### src/rtl/san_cnt_core_if.sv
// san_cnt_core_if: register-file control/config into the counter core, count and status back out
interface san_cnt_core_if #(
  parameter int C_CNT_WIDTH = 32,
  parameter int C_PRESCALE_WIDTH = 16
);
  logic ctrl_en;
  logic ctrl_oneshot;
  logic ctrl_clr;
  logic [C_PRESCALE_WIDTH-1:0] prescale;
  logic [C_CNT_WIDTH-1:0] period;
  logic [C_CNT_WIDTH-1:0] cnt_value;
  logic running;
  logic done;
  logic intr_pulse;
  modport master (
    output ctrl_en, ctrl_oneshot, ctrl_clr, prescale, period,
    input  cnt_value, running, done, intr_pulse
  );
  modport slave (
    input  ctrl_en, ctrl_oneshot, ctrl_clr, prescale, period,
    output cnt_value, running, done, intr_pulse
  );
endinterface

### src/rtl/san_cnt_core.sv
// san_cnt_core: prescaled up-counter with free-run/oneshot modes and a one-cycle terminal-count pulse
module san_cnt_core #(
  parameter int C_CNT_WIDTH = 32,
  parameter int C_PRESCALE_WIDTH = 16
) (
  input logic S_AXI_ACLK,
  input logic S_AXI_ARESETN,
  san_cnt_core_if.slave bus
);
  localparam logic [1:0] IDLE = 2'd0;
  localparam logic [1:0] RUN  = 2'd1;
  localparam logic [1:0] DONE = 2'd2;
  logic [1:0] state;
  logic [C_PRESCALE_WIDTH-1:0] pre;
  logic [C_CNT_WIDTH-1:0] cnt;
  logic intr;
  logic tick, term;
  assign tick = (state == RUN) && (pre == bus.prescale);
  // >= so that a period lowered below the current count terminates on the next tick
  assign term = tick && (cnt >= bus.period);
  always_ff @(posedge S_AXI_ACLK) begin
    if (!S_AXI_ARESETN) begin
      state <= IDLE;
      cnt <= '0;
      pre <= '0;
      intr <= 1'b0;
    end else begin
      intr <= 1'b0;
      if (bus.ctrl_clr) begin
        cnt <= '0;
        pre <= '0;
        if (state == DONE) state <= IDLE;
      end else if (state == IDLE) begin
        if (bus.ctrl_en) begin
          state <= RUN;
          cnt <= '0;
          pre <= '0;
        end
      end else if (state != RUN) begin
        if (!bus.ctrl_en || state != DONE) state <= IDLE;
      end else if (!bus.ctrl_en) begin
        state <= IDLE;
        pre <= '0;
      end else if (term) begin
        intr <= 1'b1;
        pre <= '0;
        if (bus.ctrl_oneshot) state <= DONE;
        else cnt <= '0;
      end else if (tick) begin
        pre <= '0;
        cnt <= cnt + 1'b1;
      end else begin
        pre <= pre + 1'b1;
      end
    end
  end
  assign bus.cnt_value = cnt;
  assign bus.running = (state == RUN);
  assign bus.done = (state == DONE);
  assign bus.intr_pulse = intr;
endmodule

### src/flat_wrapper.sv
// flat-port wrapper written by rule: the top's interface ports become plain ports
module san_cnt_core_flat 
#(
  parameter int C_CNT_WIDTH = 32,
  parameter int C_PRESCALE_WIDTH = 16
)
  (S_AXI_ACLK, S_AXI_ARESETN, bus_ctrl_en, bus_ctrl_oneshot, bus_ctrl_clr, bus_prescale, bus_period, bus_cnt_value, bus_running, bus_done, bus_intr_pulse);
  san_cnt_core_if #(.C_CNT_WIDTH(C_CNT_WIDTH), .C_PRESCALE_WIDTH(C_PRESCALE_WIDTH)) bus_i ();
  input logic S_AXI_ACLK;
  input logic S_AXI_ARESETN;
  input wire logic [$bits(bus_i.ctrl_en)-1:0] bus_ctrl_en;
  input wire logic [$bits(bus_i.ctrl_oneshot)-1:0] bus_ctrl_oneshot;
  input wire logic [$bits(bus_i.ctrl_clr)-1:0] bus_ctrl_clr;
  input wire logic [$bits(bus_i.prescale)-1:0] bus_prescale;
  input wire logic [$bits(bus_i.period)-1:0] bus_period;
  output wire logic [$bits(bus_i.cnt_value)-1:0] bus_cnt_value;
  output wire logic [$bits(bus_i.running)-1:0] bus_running;
  output wire logic [$bits(bus_i.done)-1:0] bus_done;
  output wire logic [$bits(bus_i.intr_pulse)-1:0] bus_intr_pulse;
  assign bus_i.ctrl_en = bus_ctrl_en;
  assign bus_i.ctrl_oneshot = bus_ctrl_oneshot;
  assign bus_i.ctrl_clr = bus_ctrl_clr;
  assign bus_i.prescale = bus_prescale;
  assign bus_i.period = bus_period;
  assign bus_cnt_value = bus_i.cnt_value;
  assign bus_running = bus_i.running;
  assign bus_done = bus_i.done;
  assign bus_intr_pulse = bus_i.intr_pulse;
  san_cnt_core #(.C_CNT_WIDTH(C_CNT_WIDTH), .C_PRESCALE_WIDTH(C_PRESCALE_WIDTH)) u_core (.S_AXI_ACLK(S_AXI_ACLK), .S_AXI_ARESETN(S_AXI_ARESETN), .bus(bus_i));
endmodule
### config.mk
export PLATFORM = sky130hd
export DESIGN_NAME = san_cnt_core_flat
export DESIGN_NICKNAME = d
export VERILOG_FILES = /design/src/rtl/san_cnt_core_if.sv /design/src/rtl/san_cnt_core.sv /design/src/flat_wrapper.sv
export SDC_FILE = /design/constraint.sdc
export NUM_CORES = 1
export LEC_CHECK = 0
export ABC_CLOCK_PERIOD_IN_PS = 8460
export BUFFER_PORTS_ARGS = -buffer_cell sky130_fd_sc_hd__buf_2
export CORE_UTILIZATION = 59
export DETAILED_ROUTE_END_ITERATION = 16
export PLACE_DENSITY = 0.87
export SETUP_SLACK_MARGIN = 0.5
export SYNTH_ARGS = -nofsm -noshare
export SYNTH_HDL_FRONTEND = slang
export SYNTH_SLANG_ARGS = --single-unit
### constraint.sdc
create_clock -name S_AXI_ACLK -period 8.46 [get_ports S_AXI_ACLK]
set_clock_uncertainty 0.05 [all_clocks]
set_input_delay 2.115 -clock S_AXI_ACLK [delete_from_list [all_inputs] [get_ports S_AXI_ACLK]]
set_output_delay 2.115 -clock S_AXI_ACLK [all_outputs]
set_load 0.02 [all_outputs]
== Yosys cells after proc, flatten, opt, wreduce, memory -nomap -nowiden ==
Index checks and enable logic that the tools add are counted.

* Memories: 0
* Register bits after elaboration: 51
* Input port bits: 53
* Bits in read-only memories: 0
* Bits in writable memories: 0
* Output and inout port bits: 35
* Bits in latches: 0
* Word-level logic and storage cells: 57

* Div/mod/pow operators: 0
* Shifts and indexed selects: 0
* Bitwise operators: 2
* Eq/ne operators: 13
* Muxes and demuxes: 23
* $add $sub $neg: 2
* Reductions and logical operators: 12
* $mul: 0
* Magnitude comparators: 1

{| class="wikitable"
|+ Operators with widths
! kind !! count
|-
| 2-to-1 mux 32 bit || 7
|-
| 2-to-1 mux 16 bit || 6
|-
| adder 32 x 1 -> 32 bit (second input constant) || 1
|-
| greater-or-equal comparator 32 bit || 1
|-
| 2-to-1 mux 2 bit || 9
|-
| adder 16 x 1 -> 16 bit (second input constant) || 1
|-
| == test 16 bit || 1
|-
| != test 5 x 1 -> 1 bit (second input constant) || 2
|-
| AND reduction 5 bit || 2
|-
| != test 2 x 1 -> 1 bit (second input constant) || 3
|-
| != test 3 bit (second input constant) || 2
|-
| OR reduction 5 bit || 1
|-
| != test 2 bit (second input constant) || 2
|-
| != test 4 x 3 -> 1 bit (second input constant) || 1
|-
| nonzero test 3 bit || 1
|-
| == test 2 x 1 -> 1 bit (second input constant) || 1
|-
| == test 2 bit (second input constant) || 1
|-
| logical AND 1 bit || 2
|-
| logical NOT 2 bit || 1
|-
| inverter 1 bit || 2
|-
| AND reduction 2 bit || 1
|-
| nonzero test 2 bit || 1
|-
| OR reduction 2 bit || 1
|-
| logical NOT 1 bit || 1
|-
| other kinds (2) || 2
|}

== Depth between registers and ports, before layout ==
Gate-level depths: netlist of run 1.

* Depth after elaboration: 8
* Depth in mapped cells: 11
* Gate-level depth less buffers: 9

== Least setup slack after synthesis of run 1 ==
OpenSTA, ideal clock, no wires.

* Path type: input-to-reg
* Start point: input port bus_period[0]
* End point: register u_core.cnt[16], in the netlist u_core.bus.cnt_value[16]
* Data arrival time: 4368 ps
* Cell stages on the path: 9
* Path slack: 3972 ps
* Data required time: 8340 ps
* Cells stage by stage: ha_1 nand2b_1 a2111o_1 a32oi_1 a21oi_1 o41a_4 buf_6 or4_1 a21oi_1

* Word-level cells in the longest chain between the ends: 6

{| class="wikitable"
|+ RTL lines
! what !! line !! text
|-
| from (decl) || flat_wrapper.sv:15 || <nowiki>input wire logic [$bits(bus_i.period)-1:0] bus_period;</nowiki>
|-
| greater-or-equal comparator 32 bit * || san_cnt_core.sv:20 || <nowiki>assign term = tick && (cnt >= bus.period);</nowiki>
|-
| logical AND 1 bit * || san_cnt_core.sv:20 ||
|-
| 2-to-1 mux 32 bit || san_cnt_core.sv:44 || <nowiki>end else if (term) begin</nowiki>
|-
| 2-to-1 mux 32 bit || san_cnt_core.sv:41 || <nowiki>end else if (!bus.ctrl_en) begin</nowiki>
|-
| 2-to-1 mux 32 bit || san_cnt_core.sv:39 || <nowiki>end else if (state != RUN) begin</nowiki>
|-
| 2-to-1 mux 32 bit || san_cnt_core.sv:33 || <nowiki>end else if (state == IDLE) begin</nowiki>
|-
| to (signal assigned) || san_cnt_core.sv:51 || <nowiki>cnt <= cnt + 1'b1;</nowiki>
|-
| to (decl) || san_cnt_core.sv:15 || <nowiki>logic [C_CNT_WIDTH-1:0] cnt;</nowiki>
|}

Every way passes the cells marked *; elsewhere a longest branch is shown, timed or not. The select of a mux whose other input is x is not followed.
A chain may end at the register's enable or synchronous reset.

== Worst setup path after layout of run 1 ==
* Start point: input port bus_period[0]
* End point: register u_core.cnt[0], in the netlist u_core.bus.cnt_value[0]

Same word-level chain as after synthesis.

==> summary.md, run 1 <==
| Metric | Value |
|---|---|
| Residual DRC count | `0` |
| Global route total overflow | `0` |
| Psw | `0.119 mW` |
| Drt via density | `6.12` |
| Design Area, Final | `4200 µm²` |
| Syn Nets | `554` |
| Type of origin of the critical path | `input port` |
| Internal | `0.329 mW` |
| Synth area leader | `dfxtp_1` |
| GRT Total Usage | `29.4%` |
| Final hold violations | `0` |
| Multi-input logic area | `2380 µm²` |
| Top FF cell, synth | `dfxtp_1` |
| Fill cells | `493` |
| Largest cells by area after synthesis | `dfxtp_1 28%, ha_1 12%, a21oi_1 8.3%, o21ai_0 5.4%, inv_1 4.3%` |
| Finished Layout Cells | `622` |
| Setup violators final | `0` |
| Leak | `1.83 nW` |
| GP Congestion | `0.792` |
| Status | `finished, final reports clean` |
| Router iterations before antenna repair | `5` |
| Seq/Total Area, Yosys | `28.2%` |
| Syn Std Cell Area | `3630 µm²` |
| Clk_lat worst skew | `0.32 ns` |
| CP Capture Type | `register` |
| DR WL met3 | `586 µm` |
| Seq pwr share | `53.8%` |
| PwrDens | `107 nW/µm²` |
| Drt wl/cell | `14.5 µm` |
| Die X | `80.4 µm` |
| Initial Utilization | `61.2%` |
| Post-CTS setup buffers | `0` |
| Mapped Cells | `467` |
| Input/output buffers | `87` |
| Final wirelength | `9.04 mm` |
| Post-route met1 wirelength | `3.98 mm` |
| Data required, critical path | `8.57 ns` |
| Sw Share | `26.6%` |
| Largest net degree at the start of global routing | `62` |
| Maxcap violations | `0` |
| Die area | `6460 µm²` |
| Clock buffer count from CTS | `5` |
| Placed cells | `614` |
| Cell variety after synth | `44` |
| Synth warn | `0` |
| # resized after CTS | `0` |
| Synth Area per Inst | `7.76 µm²` |
| Post-synth EDFFs | `0` |
| Critical path class | `in -> reg` |
| Detail Placement HPWL | `6.62 mm` |
| Fin. max-slew vios | `0` |
| Core region area | `5920 µm²` |
| Number of global-route vias before repair | `3452` |
| Post-Route Setup TNS | `0 ns` |
| Worst slew pin tran | `1.24 ns` |
| ANT nets after route | `0` |
| Worst vdd ir | `0.000105 V` |
| Synth top area share | `28.2%` |
| Row count | `28` |
| RSZ-0062 raised after global routing | `false` |
| Hold_buf cts | `0` |
| I/O pins | `88` |
| Share of cells above drive strength 1 | `19.0%` |
| DR WL met2 | `4.38 mm` |
| Via count | `3804` |
| Register Area | `1020 µm²` |
| Gate power share | `11.8%` |
| Die height | `80.4 µm` |
| Post-synthesis async set-or-reset flop share | `0%` |
| Fin util | `70.9%` |
| CP arrival | `5.26 ns` |
| Global-route wire length before repair | `15.1 mm` |
| Clock Pin Slew Worst Setup and Hold Paths | `0.09 ns` |
| CTS tree | `done` |
| Clk root buf | `clkbuf_8` |
| Worst min path class | `reg -> reg` |
| CP Max Fanout | `61` |
| DRT iter0 DRCs | `264` |
| Cell Area, Placed | `4100 µm²` |
| FF+latch count, synth | `51` |
| Clock tree buffer depth | `2` |
| Period minus WS final | `5.16 ns` |
| Ant diodes | `0` |
| Area Overhead vs Synth | `15.7%` |
| Clock Sinks | `51` |
| Post-layout nets | `633` |
| Highest routed metal layer | `met4` |
| Number of H-tree levels | `2` |
| Clk pwr share | `34.4%` |
| Final period util | `61.0%` |
| Worst relative slew slack | `17.4%` |
| Initial antenna violation count | `0` |
| F_max | `0.194 GHz` |
-- cell type report --
| class | instances | share of cell area (%) |
|---|---|---|
| Inverter | 43 | 3.85 |
| Sequential cell | 51 | 24.3 |
| Multi-Input combinational cell | 357 | 56.7 |
| Tap cell | 75 | 2.24 |
| Clock buffer | 6 | 1.97 |
| Clock inverter | 2 | 0.388 |
| Timing Repair Buffer | 88 | 10.6 |
-- flip-flops by register name, summed over array words and instances, names as in the netlist --
signal,flops
u_core.bus.intr_pulse,1
u_core.bus.cnt_value,32
u_core.state,2
u_core.pre,16
-- per-layer routing --
layer / track usage [%] / vias up
met5: 0 / -
met2: 50.0 / 144
met4: 8.57 / 0
li1: - / 1863
met1: 37.4 / 1785
met3: 5.68 / 12
-- cells in the mapped netlist (2+ instances only) --
cell type and count:
clkbuf_1 12, nand2_1 35, and2_1 3, xor2_1 16
or4_1 13, a22oi_1 2, inv_1 42, nor2_1 25
and3_1 8, a32oi_1 2, nand2b_1 3, dfxtp_1 51
a21oi_1 60, nand3_1 21, nand4_1 13, o21bai_1 2
buf_2 2, a211oi_1 2, ha_1 34, and4_1 5
a31oi_1 4, nor4_4 4, o31ai_1 12, nand3b_1 10
nor3_1 5, or3_1 20, o21ai_0 39, nor4_1 4
nor2b_1 2, or4b_1 2
-- through the flow --
step,hold WS (ns),setup slack (ns),power [mW]
3_3_place_gp,0.436,3.04,0.297
4_1_cts,0.458,3.31,0.448
3_5_place_dp,0.444,2.99,0.299
6_report,0.459,3.30,0.448
2_1_floorplan,0.419,3.97,0.279
5_1_grt,0.488,3.05,0.465
-- logic make-up (layout without fill, tap and decap cells) --
logic type,Yosys count,after routing,synth area share (%)
AND/OR/NAND/NOR,174,174,28.4
multiplexers,1,1,0.276
adder cells (fa/ha/maj),34,34,11.7
AO/OA/AOI/OAI,131,131,20.9
flip-flops,51,51,28.2
XOR/XNOR,17,17,4.11
buffers and inverters,59,139,6.38
-- cells in the final DEF (no fill, tap or decap), drive strengths merged, types with 3 or more instances in the layout --
cell type / n
or4: 13
o21ai: 39
xor2: 16
and4: 5
o31ai: 12
a31oi: 4
dfxtp: 51
clkbuf: 6
nand3: 21
nand2: 35
nor2: 25
nand4: 14
nor4: 8
nand3b: 10
ha: 34
and3: 8
inv: 42
nand2b: 3
a21oi: 60
buf: 88
and2: 3
nor3: 5
or3: 20
-- power groups by stage --
stage          registers (mW)  logic, mW  clock network [mW]
2_1_floorplan           0.247     0.0325                   0
3_3_place_gp            0.247     0.0502                   0
3_5_place_dp            0.247     0.0523                   0
4_1_cts                 0.241     0.0528               0.154
5_1_grt                 0.241     0.0590               0.164
6_report                0.241     0.0526               0.154
-- final timing paths --
kind                      startpoint                       to  slack [ns]  cells after the start
max                    bus_period[0]  u_core.bus.cnt_value[0]        3.30                      9
min                   u_core.pre[14]           u_core.pre[14]        0.46                      2
max reg2reg  u_core.bus.cnt_value[7]  u_core.bus.cnt_value[0]        4.66                      8
min reg2reg           u_core.pre[14]           u_core.pre[14]        0.46                      2
-- worst max-delay path, cell delays in order --
cell	delay, ns
buf_2	0.10
ha_1	0.25
nand2b_1	0.14
a2111o_1	0.41
a32oi_1	0.34
a21oi_1	0.14
o41a_4	0.61
o21bai_2	1.05
nor2_1	0.12
(Power assumes the default switching activity.)
==> run 2: changes to the inputs <==
Settings changed: ABC_CLOCK_PERIOD_IN_PS 8460 to 4700, CORE_UTILIZATION 59 to 49, PLACE_DENSITY 0.87 to 0.77.
Clock period 8.46 ns to 4.7 ns, I/O delays scaled along.
==> summary.md, run 2 (synthesis gave the netlist of run 1 again) <==
| Metric | Value |
|---|---|
| Status | `finished, final reports clean (unchanged)` |
| Die X | `88.0 µm (was 80.4 µm)` |
| ANT nets after route | `0 (unchanged)` |
| Hold_buf cts | `0 (unchanged)` |
| Cell Area, Placed | `4150 µm² (was 4100 µm²)` |
| Die area | `7750 µm² (was 6460 µm²)` |
| I/O pins | `88 (unchanged)` |
| Global-route layer with the greatest usage | `met2 (unchanged)` |
| Critical path class | `in -> reg (unchanged)` |
| Data required, critical path | `4.87 ns (was 8.57 ns)` |
| Clock buffer count from CTS | `5 (unchanged)` |
| Router iterations before antenna repair | `7 (was 5)` |
| Share of cells above drive strength 1 | `19.3% (was 19.0%)` |
| Placed cells | `638 (was 614)` |
| CTS tree | `done (unchanged)` |
| M1 GR Usage | `30.5% (was 37.4%)` |
| Type of origin of the critical path | `input port (unchanged)` |
| Post-Route Setup TNS | `0 ns (unchanged)` |
| Psw | `0.202 mW (was 0.119 mW)` |
| Leak | `1.85 nW (was 1.83 nW)` |
| Clock Sinks | `51 (unchanged)` |
| Global-route wire length before repair | `15.0 mm (was 15.1 mm)` |
| Worst slew pin tran | `0.867 ns (was 1.24 ns)` |
| Setup violators final | `0 (unchanged)` |
| R2R depth | `9 (was 8)` |
| Worst relative slew slack | `42.2% (was 17.4%)` |
| Internal | `0.607 mW (was 0.329 mW)` |
| CP Max Fanout | `61 (unchanged)` |
| GP Congestion | `0.819 (was 0.792)` |
| Core region area | `6980 µm² (was 5920 µm²)` |
| Period minus WS final | `3.79 ns` |
| Largest net degree at the start of global routing | `62 (unchanged)` |
| Worst R2R Start | `u_core.bus.cnt_value[0] (was u_core.bus.cnt_value[7])` |
| Number of H-tree levels | `2 (unchanged)` |
| Finished Layout Cells | `646 (was 622)` |
| PwrDens | `191 nW/µm² (was 107 nW/µm²)` |
| Number of global-route vias before repair | `3506 (was 3452)` |
| Drt via density | `5.80 (was 6.12)` |
| Final period util | `80.7%` |
| Clk_lat worst skew | `0.30 ns (was 0.32 ns)` |
| Row count | `30 (was 28)` |
| Worst min path class | `reg -> reg (unchanged)` |
| Place WS | `0.637 ns (was 2.99 ns)` |
| Fin. max-slew vios | `0 (unchanged)` |
| Reg2Reg Capture Point | `u_core.bus.cnt_value[18] (was u_core.bus.cnt_value[0])` |
| Design Power | `0.809 mW (was 0.448 mW)` |
| Sw Share | `25.0% (was 26.6%)` |
| Post-CTS setup buffers | `0 (unchanged)` |
| Clk root buf | `clkbuf_8 (unchanged)` |
| Met2 Usage GRT | `42.4% (was 50.0%)` |
| Commonest non-fill, non-tap cells in the layout | `87 x buf_2, 60 x a21oi_1, 51 x dfxtp_1, 42 x inv_1, 39 x o21ai_0 (unchanged)` |
| Residual DRC count | `0 (unchanged)` |
| Fin util | `60.8% (was 70.9%)` |
| GRT Total Usage | `23.9% (was 29.4%)` |
| Commonest non-fill, non-tap cell in the layout | `buf_2 (unchanged)` |
| Via count | `3744 (was 3804)` |
| Initial antenna violation count | `0 (unchanged)` |
| DRT iter0 DRCs | `185 (was 264)` |
| RSZ-0062 raised after global routing | `false (unchanged)` |
| Setup crit end | `u_core.bus.cnt_value[18] (was u_core.bus.cnt_value[0])` |
| Clock Pin Slew Worst Setup and Hold Paths | `0.10 ns (was 0.09 ns)` |
| Met3 track demand over resource | `3.30% (was 5.68%)` |
| Area Overhead vs Synth | `17.1% (was 15.7%)` |
| Max reg flops | `32 (unchanged)` |
| Crit. Startpoint | `bus_period[0] (unchanged)` |
| Die height | `88.0 µm (was 80.4 µm)` |
| Detail Placement HPWL | `6.75 mm (was 6.62 mm)` |
| CP Capture Type | `register (unchanged)` |
| Final WS setup | `0.906 ns (was 3.30 ns)` |
| # resized after CTS | `0 (unchanged)` |
| R2r setup slk | `1.38 ns (was 4.66 ns)` |
| F_max | `0.264 GHz` |
| Clk pwr share | `34.4% (about the same)` |
| Clock tree buffer depth | `2 (unchanged)` |
| WHS | `0.468 ns (was 0.459 ns)` |
| Input/output buffers | `87 (unchanged)` |
| Ant diodes | `0 (unchanged)` |
| Seq pwr share | `53.7% (was 53.8%)` |
| Fill cells | `657 (was 493)` |
| CP arrival | `3.96 ns (was 5.26 ns)` |
| Design Area, Final | `4250 µm² (was 4200 µm²)` |
| Global route total overflow | `0 (unchanged)` |
| Gate power share | `12.0% (was 11.8%)` |
| Maxcap violations | `0 (unchanged)` |
| Worst vdd ir | `0.000141 V (was 0.000105 V)` |
| Post-layout nets | `636 (was 633)` |
| Final wirelength | `9.04 mm (unchanged)` |
| Initial Utilization | `51.9% (was 61.2%)` |
| Drt wl/cell | `14.0 µm (was 14.5 µm)` |
| Final hold violations | `0 (unchanged)` |
run 2: cell types whose count changed in the layout (fill, tap and decap cells not counted), sizes merged:
cell,before,now
buf,88,91
clkbuf,6,8
clkinv,2,1
clkinvlp,1,0
run 2: worst max-delay path, stage by stage:
cell      delay (ns)
buf_2           0.10
ha_1            0.25
nand2b_1        0.14
a2111o_1        0.41
a32oi_1         0.36
a21oi_1         0.15
o41a_4          0.61
or4_1           0.58
a21oi_1         0.17
run 2: metal layers:
metal | part of all wire, % | vias up | routed length [µm]
met5 | 0 | - | 0
met4 | 0.59 | 0 | 53
met3 | 4.6 | 6 | 415
met2 | 50 | 107 | 4480
met1 | 45 | 1760 | 4100
li1 | - | 1871 | -
run 2: layout make-up:
class                           count  area, µm²  area share [%]
Inverter                           43        161            3.80
Clock buffer                        8        100            2.36
Timing Repair Buffer               91        465            11.0
Sequential cell                    51       1020            24.0
Tap cell                           96        120            2.83
Multi-Input combinational cell    357       2380            56.0
run 2: worst min path at each step:
stage / from / end / cells after the start
2_1_floorplan: u_core.pre[14] / u_core.pre[14] / 2
3_3_place_gp: u_core.pre[14] / u_core.pre[14] / 2
3_5_place_dp: u_core.pre[14] / u_core.pre[14] / 2
4_1_cts: u_core.pre[14] / u_core.pre[14] / 2
5_1_grt: u_core.pre[15] / u_core.pre[15] / 2
6_report: u_core.pre[14] / u_core.pre[14] / 2
run 2: power groups by stage:
stage	Sequential (mW)	Clock [mW]	Combinational (mW)
floorplan	0.444	0	0.0584
global placement	0.444	0	0.0923
detailed placement	0.444	0	0.0961
CTS	0.434	0.284	0.0967
global route	0.434	0.301	0.108
finish	0.434	0.278	0.0968
